===== config.mk =====
export PLATFORM = sky130hd
export DESIGN_NAME = regfile_wb_arbiter
export DESIGN_NICKNAME = d
export VERILOG_FILES = /design/src/rtl/regfile_wb_arbiter.sv
export SDC_FILE = /design/constraint.sdc
export NUM_CORES = 1
export LEC_CHECK = 0
export BUFFER_PORTS_ARGS = -buffer_cell sky130_fd_sc_hd__buf_2
export CAP_MARGIN = 20
export CORE_MARGIN = 5
export CORE_UTILIZATION = 60
export CTS_CLUSTER_SIZE = 14
export DETAILED_ROUTE_END_ITERATION = 8
export PLACE_DENSITY = 0.84
export SYNTH_ARGS = -nofsm -noshare
export SYNTH_HDL_FRONTEND = slang
export SYNTH_SLANG_ARGS = --single-unit

===== constraint.sdc =====
create_clock -name clk -period 4 [get_ports clk]
set_input_delay 0 -clock clk [delete_from_list [all_inputs] [get_ports clk]]
set_output_delay 0 -clock clk [all_outputs]
set_load 0.05 [all_outputs]

===== src/rtl/regfile_wb_arbiter.sv =====
`default_nettype none
// ============================================================================
// Module   : regfile_wb_arbiter
// Desc     : Shares the register-file write port between the in-order pipeline
//            writeback (A, fixed priority) and a FIFO-queued long-latency
//            source (B). Optional macro WB_STARVE_GUARD_EN adds a one-cycle
//            stall of A when the B head has waited MAX_WAIT cycles.
// Revision : 1.0  initial release
// ============================================================================
module regfile_wb_arbiter #(
    parameter int DEPTH    = 4,
    parameter int MAX_WAIT = 8
) (
    input  logic                   clk,
    input  logic                   rst,
    input  logic                   a_we,
    input  logic [4:0]             a_wa,
    input  logic [31:0]            a_wd,
    output logic                   stall_a,
    input  logic                   b_valid,
    input  logic [4:0]             b_wa,
    input  logic [31:0]            b_wd,
    output logic                   b_ready,
    output logic                   rf_we,
    output logic [4:0]             rf_wa,
    output logic [31:0]            rf_wd,
    output logic [31:0]            pending_mask,
    output logic [$clog2(DEPTH):0] b_count
);

    localparam int c_ptr_w = $clog2(DEPTH);

    if (DEPTH < 2 || (DEPTH & (DEPTH - 1)) != 0 || MAX_WAIT < 1) begin : g_param_check
        $error("regfile_wb_arbiter: DEPTH must be a power of 2 >= 2, MAX_WAIT >= 1");
    end

    logic [4:0]         r_q_wa [DEPTH];
    logic [31:0]        r_q_wd [DEPTH];
    logic [c_ptr_w-1:0] r_rd_ptr;
    logic [c_ptr_w-1:0] r_wr_ptr;
    logic [c_ptr_w:0]   r_count;
    logic [c_ptr_w-1:0] w_slot;
    logic               w_empty;
    logic               w_full;
    logic               w_a_valid;
    logic               w_grant_a;
    logic               w_grant_b;
    logic               w_push;

    assign w_empty   = (r_count == '0);
    // Occupancy never exceeds DEPTH, a power of 2, so the MSB alone flags full.
    assign w_full    = r_count[c_ptr_w];
    assign w_a_valid = a_we && (a_wa != 5'd0);
    assign b_ready   = !w_full && !rst;
    assign w_push    = b_valid && b_ready && (b_wa != 5'd0);
    assign w_grant_a = w_a_valid && !stall_a && !rst;
    assign w_grant_b = !w_empty && !w_grant_a && !rst;
    assign b_count   = r_count;

    always_ff @(posedge clk) begin
        if (w_push) begin
            r_q_wa[r_wr_ptr] <= b_wa;
            r_q_wd[r_wr_ptr] <= b_wd;
        end
    end

    always_ff @(posedge clk) begin
        if (rst) begin
            r_rd_ptr <= '0;
            r_wr_ptr <= '0;
            r_count  <= '0;
        end else begin
            if (w_push) begin
                r_wr_ptr <= r_wr_ptr + 1'b1;
            end
            if (w_grant_b) begin
                r_rd_ptr <= r_rd_ptr + 1'b1;
            end
            case ({w_push, w_grant_b})
                2'b10:   r_count <= r_count + 1'b1;
                2'b01:   r_count <= r_count - 1'b1;
                default: r_count <= r_count;
            endcase
        end
    end

    always_comb begin
        rf_we = 1'b0;
        rf_wa = 5'd0;
        rf_wd = 32'd0;
        if (w_grant_a) begin
            rf_we = 1'b1;
            rf_wa = a_wa;
            rf_wd = a_wd;
        end else if (w_grant_b) begin
            rf_we = 1'b1;
            rf_wa = r_q_wa[r_rd_ptr];
            rf_wd = r_q_wd[r_rd_ptr];
        end
    end

    // Slot i holds a live entry when its distance from the head is below occupancy.
    always_comb begin
        pending_mask = '0;
        w_slot       = '0;
        for (int i = 0; i < DEPTH; i++) begin
            w_slot = c_ptr_w'(i) - r_rd_ptr;
            if ({1'b0, w_slot} < r_count) begin
                pending_mask[r_q_wa[i]] = 1'b1;
            end
        end
    end

`ifdef WB_STARVE_GUARD_EN
    localparam int                  c_wait_w   = $clog2(MAX_WAIT + 1);
    localparam logic [c_wait_w-1:0] c_max_wait = MAX_WAIT[c_wait_w-1:0];

    logic [c_wait_w-1:0] r_wait_cnt;

    // Reaching MAX_WAIT forces a B grant, which clears the count: no saturation needed.
    always_ff @(posedge clk) begin
        if (rst || w_empty || w_grant_b) begin
            r_wait_cnt <= '0;
        end else begin
            r_wait_cnt <= r_wait_cnt + 1'b1;
        end
    end

    assign stall_a = !rst && (r_wait_cnt == c_max_wait);
`else
    assign stall_a = 1'b0;
`endif

endmodule
`default_nettype wire


==> flow_summary.toml, run 1 <==
[logic_synthesis]
async_flop_share_pct = 0
yosys_warnings = 0
avgSynthCellArea_um2 = 15.5
yosys_most_used_dff = "edfxtp_1"
yosys.cell_types.count = 52
netlist_instances = 495
synth_edf_count = 148
syn_area_mm2 = 0.00769
synth_nets = 583
synth_seq_cells = 157
ys_seq_area_share_pct = 60.1

[timing]
finalHoldViolCount = 0
setup_tns_ns = 0
slew_headroom_pct = 30.8
max_freq_mhz = 335
min_period_ns = 2.98
skew_ns = 0.00796
setup_violations = 0
finalMaxSlewViolations = 0
tightest_slew_ns = 1.04
fin_crit_sh_pct = 74.6
rsz0062_at_grt = "no"

[clocking]
cts_setup_buffers = 0
cts_buffer_depth = 2
cts_max_level = 4
cts_tree = "done"
clk_pin_slew_ns = 0.06
ctsResizeCount = 0
numCtsBuffers = 17
insertion_delay_ns = 0.43
cts.sinks = 157
cts_root_buf = "clkbuf_16"

[worst_setup_path]
criticalPathCategory = "reg -> out"
cp_max_fo = 8
worstSetupEndpointType = "primary output"
arrival_ns = 2.98
critPathMaxStageDelay_ns = 0.69
timing.rr.start = "b_count[2]"
cp-startpoint = "r_rd_ptr[0]"
crit_path_start_kind = "flop"
critPathSlowestCell = "a2111oi_4"
critPathRequiredTime_ns = 4.00
worstPathCellList = "xnor2_1 > inv_1 > ha_1 > nor2b_1 > a2111oi_4 > a22oi_1 > nand3_1 > buf_2"

[run_status]
run_status = "finished clean"

[power_and_ir_drop]
switching_share_pct = 28.1
clkPwrFrac_pct = 37.5
comb_power_share_pct = 17.5
switchingPower_uw = 1190
powerDensity_mw_per_mm2 = 447
pwr-share-seq_pct = 45.0
intPower_uw = 3050
p_leak_uw = 0.00340
ir_worst_vdd_uv = 449

[hold_path]
hp-class = "in -> reg"
hp-start = "a_we"

[placed_design]
dpl.hpwl_um = 13000
port_buffers = 151
gp_congestion = 0.932

[drt]
drt_iter0_drc = 885
wl_per_cell_um = 24.1
routed_wirelength_um = 20900
dr.pass1.iters = 5
post_drt_via_cell_ratio = 6.41
drc = 0
vias = 5535
ant_nets = 0

[layout]
drive_gt1_share_pct = 36.1
nets = 765
final_common_cell = "buf_2"
most-common-layout-cells = "151 x buf_2, 148 x edfxtp_1, 38 x dlygate4sd3_1"
final_util_pct = 75.4
area_delta_synth_final_pct = 23.3
multiInputGateArea_mm2 = 0.00283
fillers = 750
seq_area_mm2 = 0.00463

[global_route]
grt_max_degree = 40
antenna_found_initial = 2
grt_pass1_vias = 5580
grt_usage_pct = 28.1
overflow = 0
grt_pass1_wl_um = 31300

[die]
die_x_um = 123
rows = 41
ios = 153
dieArea_mm2 = 0.0152
dieHeight_um = 123
core_mm2 = 0.0126
start_util_pct = 61.2

[flow_run]
drv_cap = 0
==> cells in the mapped netlist (all sizes together) (4+ instances only) <==
cell | count | area share (%)
a2111oi | 7 | 2.5
a21oi | 4 | 0.26
a22o | 37 | 4.2
a22oi | 29 | 2.8
a32oi | 6 | 0.68
and2 | 5 | 0.41
and3b | 6 | 0.68
buf | 19 | 2.0
clkbuf | 10 | 0.49
dfxtp | 9 | 2.3
edfxtp | 148 | 58
ha | 9 | 1.5
inv | 13 | 0.63
mux4 | 37 | 11
nand2 | 31 | 1.5
nand2b | 8 | 0.65
nand3 | 16 | 1.2
nand4 | 4 | 0.33
nor2 | 18 | 0.88
nor2b | 11 | 0.90
nor3 | 5 | 0.33
nor3b | 9 | 0.88
o211ai | 11 | 1.1
o221ai | 11 | 1.3
==> logic make-up (layout without fill, tap and decap cells) <==
logic type | count (synthesis) | in the layout | share of synthesized area (%)
DFF | 157 | 157 | 60.1
buffers and inverters | 42 | 237 | 3.08
AOI/OAI and AO/OA | 114 | 114 | 14.0
and+or+nand+nor | 127 | 127 | 9.24
muxes | 40 | 40 | 11.3
xor gates and xnor gates | 4 | 4 | 0.456
other | 1 | 3 | 0.0488
adders and majority gates | 10 | 10 | 1.73
==> power groups by stage <==
stage               registers, uW  clock network, uW  logic (uW)
floorplan                    1910                  0         554
global placement             1940                  0         686
detailed placement           1940                  0         699
CTS                          1910               1590         733
global route                 1920               1680         780
finish                       1910               1590         740
==> stage by stage <==
step                setup slack [ns]  power (uW)  instances  area [um2]  hold WS, ns
finish                          1.02        4230        864        9480       0.0669
global route                   0.837        4380        864        9480       0.0823
CTS                             1.04        4230        862        9470       0.0505
detailed placement              1.50        2640        792        8500        0.217
global placement                1.50        2620        792        8500        0.210
floorplan                      0.871        2460        495        7690       0.0989
==> state kept, by name, indices dropped and copies added, names as in the netlist, named ones only <==
| name | count |
|---|---|
| b_count | 3 |
| r_wr_ptr | 2 |
| r_q_wa | 20 |
| r_q_wd | 128 |
| r_rd_ptr | 2 |
==> metal layers <==
layer	wire length [um]	track usage, %	up-vias
met3	1930	6.68	35
li1	-	-	2409
met2	10500	46.1	354
met4	485	11.3	0
met5	0	0	-
met1	7990	36.4	2737
==> critical path: cells and delay by family (launching register included) <==
| family | cells | cell delay (ns) |
|---|---|---|
| compound gates | 2 | 0.89 |
| xor+xnor | 1 | 0.19 |
| fa+ha+maj | 1 | 0.26 |
| buf+inv | 2 | 0.35 |
| flops | 1 | 0.46 |
| simple gates | 2 | 0.41 |
==> worst paths after layout <==
path,end,slack [ns],cells past startpoint
worst min-delay path,r_rd_ptr[0],0.07,4
worst max-delay path,pending_mask[6],1.02,8
worst max register to register,b_count[2],1.60,9
worst min register to register,b_count[1],0.56,2
==> final cells by class <==
| class | instances | share of cell area, % |
|---|---|---|
| clock inverters | 15 | 1.74 |
| multi-input cells | 296 | 29.9 |
| flip-flops and latches | 157 | 48.8 |
| diodes | 2 | 0.0528 |
| clock buffers | 17 | 4.49 |
| inverters | 13 | 0.515 |
| repair buffers | 192 | 12.2 |
| well taps | 172 | 2.27 |
==> what timing repair did <==
item                                    in CTS  in global routing
hold buffers                                38                  0
endpoints found under the setup margin       0                  0
endpoints found under the hold margin      153                  0
Power figures use the tool's default switching activity.
==> inputs of run 2 (changes only) <==
--- a/config.mk
+++ b/config.mk
@@ -8,10 +8,10 @@
 export BUFFER_PORTS_ARGS = -buffer_cell sky130_fd_sc_hd__buf_2
 export CAP_MARGIN = 20
 export CORE_MARGIN = 5
-export CORE_UTILIZATION = 60
+export CORE_UTILIZATION = 55
 export CTS_CLUSTER_SIZE = 14
 export DETAILED_ROUTE_END_ITERATION = 8
-export PLACE_DENSITY = 0.84
+export PLACE_DENSITY = 0.78
 export SYNTH_ARGS = -nofsm -noshare
 export SYNTH_HDL_FRONTEND = slang
 export SYNTH_SLANG_ARGS = --single-unit
==> constraint.sdc (replaced) <==
create_clock -name clk -period 2.9 [get_ports clk]
set_input_delay 0 -clock clk [delete_from_list [all_inputs] [get_ports clk]]
set_output_delay 0 -clock clk [all_outputs]
set_load 0.05 [all_outputs]
==> run 2 against run 1 <==
  * Die area is 8.3% higher
  * Wire length is 0.36% higher
  * Total power is 38% higher
  * Via count is 0.47% lower
==> flow_summary.toml, run 2 (synthesized netlist as in run 1, its figures left out) <==
[layout]
nets = 786
multiInputGateArea_mm2 = 0.00284
drive_gt1_share_pct = 38.3
seq_area_mm2 = 0.00463
largest_reg_flops = 128
area_delta_synth_final_pct = 26.0
fillers = 925
most-common-layout-cells = "148 x buf_2, 148 x edfxtp_1, 38 x dlygate4sd3_1"
largest-register = "r_q_wd"

[global_route]
grt_usage_pct = 26.1
grt_pass1_wl_um = 32500
overflow = 0
grt_pass1_vias = 5856
antenna_found_initial = 1
grt_max_degree = 40

[hold_path]
hp-class = "in -> reg"
min_to = "r_wr_ptr[1]"
hold_depth = 4
hp-start = "b_valid"

[clocking]
cts_buffer_depth = 2
insertion_delay_ns = 0.41
cts_root_buf = "clkbuf_16"
cts.sinks = 157
numCtsBuffers = 17
cts_tree = "done"
cts_max_level = 4
clk_pin_slew_ns = 0.07

[power_and_ir_drop]
comb_power_share_pct = 18.9
clkPwrFrac_pct = 36.6
power_uw = 5830
p_leak_uw = 0.00353
powerDensity_mw_per_mm2 = 602
switchingPower_uw = 1710
pwr-share-seq_pct = 44.5
ir_worst_vdd_uv = 644
switching_share_pct = 29.4
intPower_uw = 4120

[timing]
setup_tns_ns = 0
finalMaxSlewViolations = 0
rsz0062_at_grt = "no"
fin_crit_sh_pct = 94.6
layout_setup_ws_ns = 0.156
hold_ws_ns = 0.0729
tightest_slew_ns = 0.701
max_freq_mhz = 364
finalHoldViolCount = 0
slew_headroom_pct = 53.1
setup_violations = 0
min_period_ns = 2.74
skew_ns = 0.0126

[placed_design]
dpl.hpwl_um = 14000
dp_slack_ns = 0.389
port_buffers = 151
gp_congestion = 1.00

[drt]
vias = 5509
ant_nets = 0
wl_per_cell_um = 23.5
routed_wirelength_um = 20900
drc = 0
post_drt_via_cell_ratio = 6.18
dr.pass1.iters = 5
drt_iter0_drc = 557

[die]
core_mm2 = 0.0138
dieHeight_um = 128
rows = 43
die_x_um = 128
start_util_pct = 55.8
ios = 153
dieArea_mm2 = 0.0164

[worst_setup_path]
critPathRequiredTime_ns = 2.90
r2r_cells = 9
crit_path_start_kind = "flop"
r2r_slack_ns = 0.43
arrival_ns = 2.74
worstSetupEndpointType = "primary output"
r2r_end = "b_count[2]"
cp_max_fo = 8
criticalPathCategory = "reg -> out"
timing.rr.start = "b_count[2]"

[flow_run]
drv_cap = 0

[run_status]
run_status = "finished clean"
==> run 2: changes by cell type in the layout (fill, tap and decap cells not counted), sizes merged <==
cell	before	now
clkinvlp	2	1
diode	2	1
clkinv	8	6
inv	16	21
buf	154	175
bufinv	2	0
==> run 2: worst max path at each step <==
stage / from / endpoint / slack (ns) / cells after the start
6_report: r_rd_ptr[0] / pending_mask[1] / 0.16 / 7
5_1_grt: b_count[1] / pending_mask[15] / 0.02 / 8
4_1_cts: r_rd_ptr[0] / pending_mask[27] / 0.01 / 8
3_5_place_dp: r_rd_ptr[0] / pending_mask[10] / 0.39 / 8
3_3_place_gp: r_rd_ptr[0] / pending_mask[12] / 0.46 / 8
2_1_floorplan: b_count[2] / b_count[2] / 0.11 / 10
==> run 2: final cells by class <==
type / count / share of cell area [%]
Tap cell: 180 / 2.33
Sequential cell: 157 / 47.8
Clock inverter: 15 / 1.71
Multi-Input combinational cell: 296 / 29.4
Antenna cell: 1 / 0.0258
Clock buffer: 17 / 4.39
Inverter: 13 / 0.504
Timing Repair Buffer: 213 / 13.9
==> run 2: through the flow <==
stage,util (%),cells,instance area [um2]
after CTS,69.8,884,9620
after global placement,62.7,814,8640
final,70.3,892,9690
after floorplan,-,495,7690
after detailed placement,62.7,814,8640
after global routing,70.3,892,9690
==> run 2: timing repair <==
item	CTS	global route
hold buffers	38	0
pin swaps	3	7
endpoints found under the setup margin	14	32
buffers inserted	0	7
gates resized for setup	3	3
hold endpoints to repair	153	0
==> run 2: worst max-delay path, stage by stage, from the launching register on <==
cell and delay [ns]:
dfxtp_1 0.47, xnor2_1 0.18, ha_1 0.26, nor2b_1 0.19, a211oi_4 0.45, nand2_1 0.21
o221ai_1 0.25, buf_2 0.31
==> run 2: layer usage <==
layer / GRT usage, % / up-vias / wire (um)
met2: 44.9 / 268 / 10900
li1: - / 2448 / -
met3: 5.67 / 45 / 1500
met1: 32.4 / 2748 / 7930
met5: 0 / - / 0
met4: 9.86 / 0 / 614
==> run 2: power groups by stage <==
stage               clock network [uW]  registers, uW  logic, uW
floorplan                            0           2630        764
global placement                     0           2630       1020
detailed placement                   0           2640       1030
CTS                               2160           2590       1090
global route                      2290           2600       1170
finish                            2140           2590       1100
==> inputs of run 3 (changes only) <==
--- a/config.mk
+++ b/config.mk
@@ -5,7 +5,7 @@
 export SDC_FILE = /design/constraint.sdc
 export NUM_CORES = 1
 export LEC_CHECK = 0
-export BUFFER_PORTS_ARGS = -buffer_cell sky130_fd_sc_hd__buf_2
+export BUFFER_PORTS_ARGS = -buffer_cell sky130_fd_sc_hd__buf_4
 export CAP_MARGIN = 20
 export CORE_MARGIN = 5
 export CORE_UTILIZATION = 55
==> run 3 against run 2 <==
  * Sequential share of layout area fell by 1.7 points
  * Highest routed layer unchanged
  * Register-to-register slack improved by 0.07 ns
  * Die area did not move
  * Via count rose by 0.80%
  * Hold slack got worse by 0.011 ns
  * Largest cell class unchanged
  * Global-route usage rose by 1.0 points
  * Combinational power rose by 7%
  * Critical path type unchanged
  * Sequential power barely moved
  * Maximum frequency fell by 1.4%
==> flow_summary.toml, run 3 (synthesized netlist as in run 1, its figures left out) <==
[power_and_ir_drop]
ir_worst_vdd_uv = 460
p_leak_uw = 0.00359
powerDensity_mw_per_mm2 = 591

[drt]
ant_nets = 0
vias = 5553
post_drt_via_cell_ratio = 6.24
wl_per_cell_um = 24.6
drc = 0
drt_iter0_drc = 704
routed_wirelength_um = 21900
dr.pass1.iters = 6

[global_route]
grt-busiest-layer = "met2"
grt_max_degree = 40
grt_use_met3_pct = 6.00
grt_usage_pct = 27.1
overflow = 0
grt_pass1_wl_um = 33600
grt_use_met2_pct = 45.2
antenna_found_initial = 0
grt_pass1_vias = 5731
grtUsageMet1_pct = 36.0

[timing]
fin_crit_sh_pct = 96.0
min_period_ns = 2.78
slew_headroom_pct = 48.9
max_freq_mhz = 359
skew_ns = 0.00939
setup_violations = 0
setup_tns_ns = 0
rsz0062_at_grt = "no"
tightest_slew_ns = 0.765
finalHoldViolCount = 0
finalMaxSlewViolations = 0
hold_ws_ns = 0.0617

[hold_path]
hold_depth = 4
hp-start = "b_valid"
hp-class = "in -> reg"
min_to = "r_wr_ptr[1]"

[worst_setup_path]
r2r_cells = 9
worstSetupEndpointType = "primary output"
timing.rr.start = "b_count[2]"
r2r_slack_ns = 0.50
r2r_end = "b_count[2]"
cp-startpoint = "b_count[1]"
cp_max_fo = 8
cpLargestDelayFamily = "compound AO/OA/AOI/OAI gates"
worstPathCellList = "inv_1 > ha_1 > nor2b_1 > a2111oi_4 > a22oi_1 > o211ai_1 > buf_4"
arrival_ns = 2.78
critPathRequiredTime_ns = 2.90
critPathMaxStageDelay_ns = 0.63
critPathSlowestCell = "a2111oi_4"
crit_path_start_kind = "flop"
crit_buf_inv = 2
criticalPathCategory = "reg -> out"

[clocking]
cts_root_buf = "clkbuf_16"
cts_tree = "done"
insertion_delay_ns = 0.41
numCtsBuffers = 17
cts_buffer_depth = 2
clk_pin_slew_ns = 0.07
cts_max_level = 4
cts.sinks = 157

[layout]
nets = 785
final_common_cell = "buf_4"
largest-register = "r_q_wd"
diodes = 0
final_cells = 890
area_delta_synth_final_pct = 30.7
largest_reg_flops = 128
most-common-layout-cells = "171 x buf_4, 148 x edfxtp_1, 38 x dlygate4sd3_1"
drive_gt1_share_pct = 37.9

[die]
start_util_pct = 55.8
dieArea_mm2 = 0.0164
die_x_um = 128
core_mm2 = 0.0138
rows = 43
ios = 153
dieHeight_um = 128

[placed_design]
port_buffers = 151
dp_cells = 813
gp_congestion = 0.949
dpl.hpwl_um = 14300

[run_status]
run_status = "finished clean"

[flow_run]
drv_cap = 0
## run 3: changes by cell type in the layout (fill, tap and decap cells not counted), moves of 2 or more
cell	change
buf_4	+146
buf_2	-148
clkinv_8	-3
inv_8	-2
## run 3: where the power goes
group          internal [uW]  leakage (uW)  switching [uW]
Sequential              2540       0.00142            62.1
Combinational            489       0.00189             693
Clock                   1210      0.000278             939
## run 3: final cells by class
cell class	instances	area [um2]
clock buffer	17	425
clock inverter	15	153
fill	885	3730
inverter	13	48.8
multi-input combinational	296	2840
sequential	157	4630
tap	180	225
timing repair buffer	212	1730
## run 3: worst register-to-register path: cells and delay by family, from the launching register on
kind	cells	cell delay (ns)
AND/OR/NAND/NOR	4	0.80
XOR/XNOR	1	0.16
flip-flops	1	0.64
buffers and inverters	1	0.06
adder cells (fa/ha/maj)	2	0.56
AO/OA/AOI/OAI	1	0.13
## run 3: per-stage QoR
stage                     util [%]  total power (uW)  cell area, um2  worst slack, ns
after detailed placement      65.4              3750            9010            0.444
final                         72.9              5940           10000            0.117
after floorplan                  -              3390            7690            0.106
after global placement        65.4              3730            9010            0.501
after CTS                     72.4              5910            9970           0.0402
after global routing          72.9              6140           10000          0.00274
## run 3: worst max-delay path by stage
| stage | end | cells past startpoint |
|---|---|---|
| finish | pending_mask[27] | 7 |
| global route | pending_mask[23] | 7 |
| CTS | pending_mask[18] | 8 |
| detailed placement | pending_mask[18] | 8 |
| global placement | pending_mask[31] | 8 |
| floorplan | b_count[2] | 10 |
## run 3: per-layer routing
metal | wire [um] | vias up
met3 | 1710 | 41
met4 | 422 | 0
li1 | - | 2443
met2 | 11200 | 314
met5 | 0 | -
met1 | 8610 | 2755
## run 3: what timing repair did
item | 4_1_cts | 5_1_grt
setup buffers | 0 | 6
setup endpoints to repair | 1 | 31
hold buffers | 38 | 0
pin swaps | 1 | 7
resized for setup | 0 | 1
cloned | 0 | 0
hold endpoints to repair | 155 | 0
